$ cat src/rtl/muldiv_pkg.sv
// Shared definitions for the iterative multiply/divide unit.
//   XLEN       operand/result width (32 only)
//   ITERS      iteration count of the CALC phase
//   CNT_W      width of the iteration counter
//   OP_*       encoding of the op input
//   state_e    FSM states
package muldiv_pkg;
  localparam int XLEN  = 32;
  localparam int ITERS = 32;
  localparam int CNT_W = $clog2(ITERS);

  localparam logic [1:0] OP_MULT  = 2'b00;
  localparam logic [1:0] OP_MULTU = 2'b01;
  localparam logic [1:0] OP_DIV   = 2'b10;
  localparam logic [1:0] OP_DIVU  = 2'b11;

  typedef enum logic [1:0] {
    S_IDLE = 2'd0,
    S_CALC = 2'd1,
    S_FIX  = 2'd2
  } state_e;
endpackage

$ cat src/rtl/muldiv_signfix.sv
// Final sign correction of an unsigned multiply/divide result.
//   is_div  1: acc[XLEN-1:0] is the quotient, rem the remainder
//           0: acc is the 2*XLEN-bit product
//   neg_q   negate product / quotient
//   neg_r   negate remainder
//   hi/lo   corrected HI/LO values
module muldiv_signfix #(
  parameter int XLEN = 32
) (
  input  logic                is_div,
  input  logic                neg_q,
  input  logic                neg_r,
  input  logic [2*XLEN-1:0]   acc,
  input  logic [XLEN-1:0]     rem,
  output logic [XLEN-1:0]     hi,
  output logic [XLEN-1:0]     lo
);
  logic [2*XLEN-1:0] prod;
  logic [XLEN-1:0]   quo;
  logic [XLEN-1:0]   rmd;

  always_comb begin
    prod = neg_q ? -acc : acc;
    quo  = neg_q ? -acc[XLEN-1:0] : acc[XLEN-1:0];
    rmd  = neg_r ? -rem : rem;
    hi   = is_div ? rmd : prod[2*XLEN-1:XLEN];
    lo   = is_div ? quo : prod[XLEN-1:0];
  end
endmodule

$ cat src/rtl/muldiv_unit.sv
// Iterative 32-bit MULT/MULTU/DIV/DIVU with private HI/LO registers.
// Operands are reduced to magnitudes at start, iterated for 32 cycles
// (shift-add or restoring shift-subtract), then sign-corrected in FIX.
//   clk, rst_n      clock, async active-low reset
//   start, op, a, b start an operation (sampled in IDLE only)
//   wr_hi, wr_lo    MTHI/MTLO writes of wdata (IDLE and start=0 only)
//   busy            operation in flight
//   done            one-cycle pulse after HI/LO take an operation result
//   hi, lo          HI/LO registers
module muldiv_unit
  import muldiv_pkg::*;
#(
  parameter int XLEN = 32
) (
  input  logic            clk,
  input  logic            rst_n,
  input  logic            start,
  input  logic [1:0]      op,
  input  logic [XLEN-1:0] a,
  input  logic [XLEN-1:0] b,
  input  logic            wr_hi,
  input  logic            wr_lo,
  input  logic [XLEN-1:0] wdata,
  output logic            busy,
  output logic            done,
  output logic [XLEN-1:0] hi,
  output logic [XLEN-1:0] lo
);
  state_e state_q, state_d;

  logic [CNT_W-1:0]  cnt_q;
  logic              is_div_q;
  logic              neg_q_q;
  logic              neg_r_q;
  logic              div0_q;
  // mul: running {upper, multiplier} accumulator
  // div: low half is dividend, shifted out as quotient bits shift in
  logic [2*XLEN-1:0] acc_q;
  logic [XLEN-1:0]   opd_q;   // multiplicand or divisor magnitude
  logic [XLEN-1:0]   rem_q;   // partial remainder, always < divisor
  logic [XLEN-1:0]   hi_q, lo_q;
  logic              done_q;

  logic              is_signed;
  logic [XLEN-1:0]   mag_a, mag_b;
  logic [XLEN:0]     add_sum;
  logic [2*XLEN-1:0] mul_nxt;
  logic [XLEN:0]     rem_sh;
  logic              take;
  logic [XLEN-1:0]   rem_nxt;
  logic [XLEN-1:0]   quo_nxt;
  logic [XLEN-1:0]   fix_hi, fix_lo;

  assign is_signed = ~op[0];
  assign mag_a     = (is_signed && a[XLEN-1]) ? -a : a;
  assign mag_b     = (is_signed && b[XLEN-1]) ? -b : b;

  // One shift-add step: add multiplicand into upper half when LSB set,
  // then shift the whole accumulator right keeping the carry.
  assign add_sum = {1'b0, acc_q[2*XLEN-1:XLEN]} + {1'b0, opd_q};
  assign mul_nxt = acc_q[0] ? {add_sum, acc_q[XLEN-1:1]}
                            : {1'b0, acc_q[2*XLEN-1:1]};

  // One restoring step. The shifted remainder needs XLEN+1 bits for the
  // compare; after subtraction the result is below the divisor again.
  // With a zero divisor every step "takes", leaving rem = |a| and q = ~0.
  assign rem_sh  = {rem_q, acc_q[XLEN-1]};
  assign take    = (rem_sh >= {1'b0, opd_q});
  assign rem_nxt = take ? (rem_sh[XLEN-1:0] - opd_q) : rem_sh[XLEN-1:0];
  assign quo_nxt = {acc_q[XLEN-2:0], take};

  muldiv_signfix #(.XLEN(XLEN)) u_signfix (
    .is_div (is_div_q),
    .neg_q  (neg_q_q),
    .neg_r  (neg_r_q),
    .acc    (acc_q),
    .rem    (rem_q),
    .hi     (fix_hi),
    .lo     (fix_lo)
  );

  always_ff @(posedge clk or negedge rst_n) begin
    if (!rst_n) state_q <= S_IDLE;
    else        state_q <= state_d;
  end

  always_comb begin
    state_d = state_q;
    case (state_q)
      S_IDLE:  if (start) state_d = S_CALC;
      S_CALC:  if (cnt_q == CNT_W'(ITERS-1)) state_d = S_FIX;
      S_FIX:   state_d = S_IDLE;
      default: state_d = S_IDLE;
    endcase
  end

  always_ff @(posedge clk or negedge rst_n) begin
    if (!rst_n) begin
      cnt_q    <= '0;
      is_div_q <= 1'b0;
      neg_q_q  <= 1'b0;
      neg_r_q  <= 1'b0;
      div0_q   <= 1'b0;
      acc_q    <= '0;
      opd_q    <= '0;
      rem_q    <= '0;
      hi_q     <= '0;
      lo_q     <= '0;
      done_q   <= 1'b0;
    end else begin
      done_q <= 1'b0;
      case (state_q)
        S_IDLE: begin
          if (start) begin
            cnt_q    <= '0;
            is_div_q <= op[1];
            neg_q_q  <= is_signed & (a[XLEN-1] ^ b[XLEN-1]);
            neg_r_q  <= is_signed & a[XLEN-1];
            div0_q   <= (b == '0);
            opd_q    <= op[1] ? mag_b : mag_a;
            acc_q    <= {{XLEN{1'b0}}, (op[1] ? mag_a : mag_b)};
            rem_q    <= '0;
          end else begin
            if (wr_hi) hi_q <= wdata;
            if (wr_lo) lo_q <= wdata;
          end
        end
        S_CALC: begin
          cnt_q <= cnt_q + 1'b1;
          if (is_div_q) begin
            acc_q[XLEN-1:0] <= quo_nxt;
            rem_q           <= rem_nxt;
          end else begin
            acc_q <= mul_nxt;
          end
        end
        S_FIX: begin
          // Divide by zero: remainder path already restores a (|a| with a's
          // sign); only the quotient needs forcing to all ones.
          hi_q   <= fix_hi;
          lo_q   <= (is_div_q && div0_q) ? '1 : fix_lo;
          done_q <= 1'b1;
        end
        default: ;
      endcase
    end
  end

  assign busy = (state_q != S_IDLE);
  assign done = done_q;
  assign hi   = hi_q;
  assign lo   = lo_q;
endmodule

$ cat config.mk
export PLATFORM = sky130hd
export DESIGN_NAME = muldiv_unit
export DESIGN_NICKNAME = d
export VERILOG_FILES = /design/src/rtl/muldiv_pkg.sv /design/src/rtl/muldiv_signfix.sv /design/src/rtl/muldiv_unit.sv
export SDC_FILE = /design/constraint.sdc
export NUM_CORES = 1
export LEC_CHECK = 0
export BUFFER_PORTS_ARGS = -buffer_cell sky130_fd_sc_hd__buf_2
export CORE_ASPECT_RATIO = 1.75
export CORE_MARGIN = 2
export CORE_UTILIZATION = 60
export DETAILED_ROUTE_END_ITERATION = 8
export PLACE_DENSITY = 0.78
export RECOVER_POWER = 50
export SLEW_MARGIN = 20
export SYNTH_ARGS = -nofsm -noshare
export SYNTH_HDL_FRONTEND = slang
export SYNTH_SLANG_ARGS = --single-unit
export TNS_END_PERCENT = 100
$ cat constraint.sdc
create_clock -name clk -period 9.3 [get_ports clk]
set_input_delay 0.465 -clock clk [delete_from_list [all_inputs] [get_ports clk]]
set_output_delay 0.465 -clock clk [all_outputs]
set_load 0.005 [all_outputs]
# Yosys cells after proc, flatten, opt, wreduce, memory -nomap -nowiden
# Cells that the tools add are included.
[op_classes]
addsub = 8
magnitude_cmp = 1
eq_ne = 10
mux = 31
bitwise_logic = 4
reduce_logical = 15
[op_table]
columns = ["operator", "count"]
rows = [
  ["$mux 32", 18],
  ["$mux 64", 3],
  ["$pmux 32 s2", 3],
  ["$neg 32->32", 4],
  ["$pmux 64 s2", 1],
  ["$neg 64->64", 1],
  ["$add 32x32->33", 1],
  ["$ge 33x32->1", 1],
  ["$logic_not 32->1", 1],
  ["$sub 32x32->32", 1],
  ["$ne 2x2->1 const B", 7],
  ["$reduce_and 3->1", 4],
  ["$pmux 5 s2", 1],
  ["$reduce_and 2->1", 3],
  ["$reduce_bool 2->1", 3],
  ["$add 5x1->5 const B", 1],
  ["$eq 5x5->1 const B", 1],
  ["$mux 5", 1],
  ["$mux 2", 2],
  ["$pmux 2 s2", 1],
  ["$logic_and 1x1->1", 3],
  ["$and 1x1->1", 2],
  ["$eq 2x1->1 const B", 1],
  ["$eq 2x2->1 const B", 1],
  ["other kinds (4)", 4],
]
[totals]
reg_bits = 204
input_bits = 103
output_inout_bits = 66

# Longest topological paths before layout
# Gate-level depths: netlist of the first run.
[depth]
ltp_word = 6
depth_mapped = 14
mapped_depth_nobuf = 14

# Cells and area by module
# From an unflattened synthesis of the first run, not the netlist that was laid out.
[unflattened]
hier_cells = 2135
area_unflattened_um2 = 17123.9
[by_module_without_submodules]
columns = ["mod", "n_inst", "cells_each", "area_per_inst_um2", "seq_area_each_um2"]
rows = [
  ["muldiv_unit", 1, 1762, 14587.7, 5104.9],
  ["muldiv_signfix", 1, 373, 2536.2, 0.0],
]

# Worst setup path after synthesis of the first run
# Ideal clock, no wire load.
[synth_path]
path_type = "reg-to-reg"
startpoint = "reg acc_q[9]"
endpoint = "reg hi_q[27] (netlist: hi[27])"
arrival_time_ps = 3201
required_ps = 9166
slack_ps = 5965
path_stages_with_launch = 11
period_less_slack_ps = 3335
cell_sequence = "dfrtp_1 or3_4 or4_4 or2_1 buf_6 or4_4 or3_1 or3_4 o31ai_4 xor2_1 o21ai_1"
[synth_via]
elab_chain_cells = 4
[synth_lines]
columns = ["item", "line", "rtl"]
rows = [
  ["from (decl)", "muldiv_unit.sv:38", "logic [2*XLEN-1:0] acc_q;"],
  ["from (signal assigned)", "muldiv_unit.sv:121", "acc_q <= {{XLEN{1'b0}}, (op[1] ? mag_a : mag_b)};"],
  ["from (signal, indexed assignment)", "muldiv_unit.sv:131", "acc_q[XLEN-1:0] <= quo_nxt;"],
  ["from (signal assigned)", "muldiv_unit.sv:134", "acc_q <= mul_nxt;"],
  ["$neg 64->64", "muldiv_signfix.sv:23", "prod = neg_q ? -acc : acc;"],
  ["$mux 64", "muldiv_signfix.sv:23", ""],
  ["$mux 32", "muldiv_signfix.sv:26", "hi = is_div ? rmd : prod[2*XLEN-1:XLEN];"],
  ["$pmux 32 s2", "muldiv_unit.sv:112", "case (state_q)"],
  ["to (signal assigned)", "muldiv_unit.sv:124", "if (wr_hi) hi_q <= wdata;"],
  ["to (signal assigned)", "muldiv_unit.sv:140", "hi_q <= fix_hi;"],
  ["to (decl)", "muldiv_unit.sv:41", "logic [XLEN-1:0] hi_q, lo_q;"],
]
# Every way passes these cells.
# A chain may end at the register's enable or synchronous reset.

# Worst setup path after layout of the first run
[layout_path]
startpoint = "reg state_q[0]"
endpoint = "reg acc_q[60]"
[layout_via]
elab_chain_cells = 3
elab_cells_between_ends = 7
classes_between = "eq/ne (3); mux (1); reduce/logical (3)"
[layout_lines]
columns = ["item", "line", "rtl"]
rows = [
  ["from (decl)", "muldiv_unit.sv:29", "state_e state_q, state_d;"],
  ["from (signal assigned)", "muldiv_unit.sv:84", "else state_q <= state_d;"],
  ["$eq 2x1->1 or $logic_not 2->1 (tied branches)", "muldiv_unit.sv:112", ""],
  ["$ne 2x2->1 (no source line) or $reduce_bool 2->1 (tied branches)", "--", ""],
  ["$reduce_and 3->1 (no source line)", "--", ""],
]
# Several ways; a longest one is shown, not always the timed one.

==> flow_summary.toml, run 1 <==
[power_and_ir_drop]
p_leak_nw = 7.85
switching_power_mw = 3.93
intPower_mw = 3.64
power_frac_comb_pct = 61.5
power.total_mw = 7.57
vdd_ir_drop_max_v = 0.000260
power.density_nw_per_um2 = 419
pwr-share-seq_pct = 27.2
clockPowerShare_pct = 11.3
switching_share_pct = 51.9

[floorplanning]
core.rowCount = 80
die_h_um = 223
initial_utilization_pct = 60.7
die_w_um = 129
dieArea_um2 = 28800
coreArea_um2 = 27100
io_pins = 169

[placement]
gp_congestion = 1.05
post-place-cells = 2472
dp.final_hpwl_mm = 47.2
port_buffers = 168

[synth]
syn_inst = 2043
post-synth-top-area-fraction_pct = 31.0
synth_top_area_cell = "dfrtp_1"
netlist_area_um2 = 16500
avgSynthCellArea_um2 = 8.06
synth.distinct_cells = 75
synth_edf_count = 0
ys_seq_area_share_pct = 31.0
synthTopCellsByArea = "dfrtp_1, o21ai_0, xnor2_1, ha_1, nand2_1"
async_flop_share_pct = 100
post-synth-top-count-cell = "nand2_1"
ys.flop_type = "dfrtp_1"
synth_common_cells = "nand2_1, o21ai_0, dfrtp_1, a21oi_1, nor2_1"
syn-num-nets = 2218
ys_warn_count = 0
ys_ff_latch = 204

[global_route]
grt_pass1_vias = 15700
grt_usage_pct = 42.0
antenna_found_initial = 0
grt_pass1_wl_mm = 91.7
grt-ovfl-total = 0
grt_max_degree = 100

[detailed_routing]
wl_mm = 61.2
wl_per_cell_um = 24.4
drt_iter0_markers = 1445
vias = 16600
ant_nets = 0
via_per_inst = 6.61
dr.pass1.iters = 8
drc = 0

[timing]
worstMarginPinSlew_ns = 4.49
fmax_mhz = 220
timing.final.crit_period_ns = 4.55
setup-violations-final = 0
rsz0062_at_grt = "false"
max_slew_margin_pct = -199
finalCritPeriodShare_pct = 48.9
fin_skew_ns = 0.0120
final.setup.tns_ns = 0
slew_violations = 144
hold_viol = 0

[worst_setup_path]
cp.arrival_ns = 4.95
path_class = "reg -> reg"
r2r_cells = 6
worstPathRequired_ns = 9.70
cp_max_fo = 61
critPathLaunchType = "flip-flop"
reg2reg_slack_ns = 4.75
reg2reg_from = "state_q[0]"
r2r-end = "acc_q[60]"
endpoint_kind = "flip-flop"

[clocking]
cts_setup_buffers = 0
clk_pin_slew_ns = 0.07
h-tree-depth = 1
clockRootBuffer = "clkbuf_16"
cts.sink_count = 204
numCtsBuffers = 21
cts_tree = "built"
cts_buffer_depth = 3
post_cts_resized = 0
insertion_delay_ns = 0.53
ctsHoldBuffers = 0

[outcome]
violations = "capacitance limit, slew limit"
outcome = "finished with violations"

[run]
drv_cap = 2

[finish]
fin_nets = 2301
layout.cells.non_filler = 2510
drive_above_1_share_pct = 10.9
antenna_cells = 0
area_growth_pct = 9.77

[worst_hold_path]
hp-start = "wdata[11]"
min_path_type = "in -> reg"
holdPathEnd = "hi[11]"
hold_depth = 3
==> placed cells by master, fill, tap and decap left out, drive strengths merged, types with 22 or more instances in the layout <==
cell type,n
a211oi,50
dfrtp,204
nand2b,22
o22ai,25
nand3,43
ha,70
nor3,27
xnor2,111
clkbuf,59
nor2,123
inv,76
o41ai,24
nand2,233
mux2i,63
o31ai,31
o21ai,225
buf,156
xor2,96
a21oi,172
a21o,41
or3,33
==> registers in the layout, summed over array words and instances, names as in the netlist <==
register	flops
acc_q	64
cnt_q	5
div0_q	1
done	1
hi	32
is_div_q	1
lo	32
neg_q_q	1
neg_r_q	1
opd_q	32
rem_q	32
state_q	2
==> per-layer routing <==
layer / GRT usage [%] / vias up / part of all wire [%]
li1: - / 7604 / -
met1: 47.6 / 7924 / 35
met2: 68.0 / 815 / 47
met3: 4.65 / 238 / 6.2
met4: 38.3 / 0 / 11
met5: 0 / - / 0
==> layout make-up <==
| class | instances | area (µm²) |
|---|---|---|
| fillers | 2381 | 9060 |
| repair buffers | 187 | 942 |
| clock inverters | 10 | 88.8 |
| well taps | 369 | 462 |
| multi-input cells | 1637 | 10600 |
| clock buffers | 28 | 572 |
| flip-flops and latches | 204 | 5110 |
| inverters | 75 | 282 |
==> metrics by stage <==
step | cell area [µm²] | util, % | hold WS (ns) | setup WS [ns]
floorplan | 16500 | - | 0.169 | 5.97
global placement | 17500 | 64.3 | 0.457 | 5.47
detailed placement | 17500 | 64.3 | 0.462 | 5.44
CTS | 18100 | 66.8 | 0.00715 | 5.42
global route | 18100 | 66.6 | 0.191 | 4.32
finish | 18100 | 66.6 | 0.171 | 4.75
==> critical path: stages (launching register included) <==
cell and delay, ns:
dfrtp_1 0.45, nor2b_4 0.17, clkbuf_1 1.86, nand2b_1 1.19, and3_1 0.48, a31oi_1 0.13, o21ai_0 0.10
==> power groups by stage <==
stage               registers [mW]  clock network [mW]  logic (mW)
global placement              2.01                   0        4.47
global route                  2.07               0.878        5.08
detailed placement            2.03                   0        4.55
finish                        2.06               0.853        4.66
floorplan                     1.68                   0        3.32
CTS                           2.01               0.854        4.58
==> worst max path at each step <==
stage,depth (start not counted),end,start
after floorplan,10,hi[27],acc_q[9]
after global placement,12,hi[28],acc_q[0]
after detailed placement,11,hi[11],acc_q[0]
after CTS,11,hi[11],acc_q[0]
after global routing,2,acc_q[30],rst_n
final,6,acc_q[60],state_q[0]
==> logic make-up after synthesis <==
family / count (synthesis) / synth area share [%]
compound gates: 702 / 26.7
mux: 69 / 4.24
simple gates: 587 / 16.8
flops: 204 / 31.0
buf+inv: 202 / 4.66
fa+ha+maj: 72 / 5.57
xor+xnor: 207 / 11.0
(Power assumes the default switching activity.)
==> inputs of run 2 (changes only) <==
--- a/config.mk
+++ b/config.mk
@@ -8,9 +8,9 @@
 export BUFFER_PORTS_ARGS = -buffer_cell sky130_fd_sc_hd__buf_2
 export CORE_ASPECT_RATIO = 1.75
 export CORE_MARGIN = 2
-export CORE_UTILIZATION = 60
+export CORE_UTILIZATION = 55
 export DETAILED_ROUTE_END_ITERATION = 8
-export PLACE_DENSITY = 0.78
+export PLACE_DENSITY = 0.75
 export RECOVER_POWER = 50
 export SLEW_MARGIN = 20
 export SYNTH_ARGS = -nofsm -noshare
==> constraint.sdc (replaced) <==
create_clock -name clk -period 3.77 [get_ports clk]
set_input_delay 0.1885 -clock clk [delete_from_list [all_inputs] [get_ports clk]]
set_output_delay 0.1885 -clock clk [all_outputs]
set_load 0.005 [all_outputs]
==> run 2 against run 1 <==
The flow still finishes with violations (capacitance limit, slew limit). Sequential cell count stayed put. Critical path depth up 7. Clock skew rose by 0.012 ns. Wire length grew 1.4%. Non-clock buffer count is 89 higher. Power rose to 2.6 times the previous value. Fmax grew 26%. Utilization down 2.3 points. Worst hold slack worse by 0.16 ns. Global-route usage decreased by 2.7 points. Largest cell class unchanged.
==> flow_summary.toml, run 2 (synthesized netlist as in run 1, its figures left out) <==
[power_and_ir_drop]
clockPowerShare_pct = 11.7
pwr-share-seq_pct = 24.7
switching_share_pct = 50.7
switching_power_mw = 9.83
power.total_mw = 19.4
p_leak_nw = 8.30
vdd_ir_drop_max_v = 0.000540
power_frac_comb_pct = 63.7
intPower_mw = 9.54
power.density_nw_per_um2 = 1020

[floorplanning]
die_h_um = 233
die_w_um = 135
dieArea_um2 = 31400
core.rowCount = 83
io_pins = 169
coreArea_um2 = 29400
initial_utilization_pct = 56.0

[clocking]
insertion_delay_ns = 0.53
h-tree-depth = 1
post_cts_resized = 0
clk_pin_slew_ns = 0.06
clockRootBuffer = "clkbuf_16"
cts.sink_count = 204
cts_tree = "built"
numCtsBuffers = 21
cts_buffer_depth = 3

[detailed_routing]
dr.pass1.iters = 5
wl_met1_mm = 21.8
top_layer = "met4"
ant_nets = 0
wl_met3_mm = 3.97
drt_iter0_markers = 1454
wl_mm = 62.1
vias = 16800
wl_per_cell_um = 23.8
drc = 0
wl_met2_mm = 29.2
via_per_inst = 6.42

[timing]
finalCritPeriodShare_pct = 95.5
fin_skew_ns = 0.0237
setup-violations-final = 0
final.setup.tns_ns = 0
fmax_mhz = 278
finalWorstSetupSlack_ns = 0.171
worstMarginPinSlew_ns = 2.23
slew_violations = 84
hold_viol = 0
timing.final.crit_period_ns = 3.60
max_slew_margin_pct = -48.7
rsz0062_at_grt = "false"

[worst_setup_path]
critPathLaunchType = "flip-flop"
crit_end = "rem_q[30]"
cp.arrival_ns = 4.01
r2r_cells = 13
endpoint_kind = "flip-flop"
r2r-end = "rem_q[30]"
critPathTopFamily = "compound AO/OA/AOI/OAI gates"
cp_max_fo = 43
path_buf_inv = 4
reg2reg_from = "opd_q[27]"
worstPathRequired_ns = 4.18
cp_slowest_stage_delay_ns = 0.64
path_class = "reg -> reg"
cp_cell_sequence = "inv_1 -> ha_1 -> inv_1 -> o21bai_1 -> a21o_1 -> a21o_1 -> a221o_1 -> a2111oi_0 -> buf_4 -> o31ai_4 -> buf_12 -> mux2i_1 -> o21ai_0"
reg2reg_slack_ns = 0.17
cp_slowest_cell = "a2111oi_0"
crit_start = "opd_q[27]"
path_depth = 13

[outcome]
violations = "capacitance limit, slew limit"
outcome = "finished with violations"

[placement]
gp_congestion = 1.04
place_ws_ns = 0.205
placedInstanceArea_um2 = 18000
port_buffers = 168
dp.final_hpwl_mm = 48.5

[finish]
fin_util_pct = 64.3
drive_above_1_share_pct = 13.2
largest_reg_flops = 64
regMostFlops = "acc_q"
area_growth_pct = 14.9
mostFrequentLayoutCells = "nand2_1, o21ai_0, dfrtp_1, a21oi_1, buf_2"
final_area_um2 = 18900
fillers = 2606
fin_nets = 2390
final_common_cell = "nand2_1"

[global_route]
grt_max_degree = 84
grt_pass1_vias = 16100
grt_usage_pct = 39.2
grt_pass1_wl_mm = 94.0
grt-ovfl-total = 0
antenna_found_initial = 2

[run]
drv_cap = 1

[worst_hold_path]
min_path_type = "in -> reg"
==> run 2: metal layers <==
layer / up-vias / GRT usage [%]
met2: 790 / 64.9
met3: 246 / 5.40
met4: 0 / 36.1
li1: 7762 / -
met5: - / 0
met1: 7974 / 43.0
==> run 2: cell type report <==
class	instances	area, µm²	area share (%)
multi-input combinational	1637	10600	56.1
sequential	204	5110	27.0
antenna	2	5.00	0.0265
clock buffer	26	584	3.09
clock inverter	10	138	0.728
inverter	75	282	1.49
tap	382	478	2.53
timing repair buffer	276	1700	9.00
==> run 2: metrics by stage <==
stage	hold slack, ns	cells
after floorplan	-0.107	2043
after global placement	0.276	2546
after detailed placement	0.287	2546
after CTS	0.00571	2610
after global routing	0.0355	2610
final	0.0104	2612
==> run 2: how the worst min path moves through the flow <==
| stage | from | endpoint | slack (ns) | depth (start not counted) |
|---|---|---|---|---|
| after floorplan | rst_n | acc_q[0] | -0.11 | 0 |
| after global placement | rst_n | acc_q[48] | 0.28 | 1 |
| after detailed placement | rst_n | acc_q[48] | 0.29 | 1 |
| after CTS | wdata[0] | hi[0] | 0.006 | 3 |
| after global routing | wdata[0] | hi[0] | 0.04 | 3 |
| final | wdata[0] | hi[0] | 0.01 | 3 |
==> run 2: power by group through the flow <==
stage | Sequential, mW | Clock, mW | Combinational [mW]
finish | 4.78 | 2.26 | 12.3
global route | 4.83 | 2.33 | 13.4
detailed placement | 4.73 | 0 | 12.1
floorplan | 4.15 | 0 | 8.19
CTS | 4.70 | 2.26 | 12.1
global placement | 4.69 | 0 | 11.9
==> run 2: repair_timing <==
item | 4_1_cts | 5_1_grt
hold buffers | 28 | 0
setup buffers | 0 | 0
endpoints found under the hold margin | 112 | 0
==> run 2: worst register-to-register path, delay by kind of cell (launching register included) <==
kind	cells	cell delay [ns]
AO/OA/AOI/OAI	7	1.77
flip-flops	1	0.55
adder cells (fa/ha/maj)	1	0.34
buffers and inverters	4	0.70
multiplexers	1	0.15
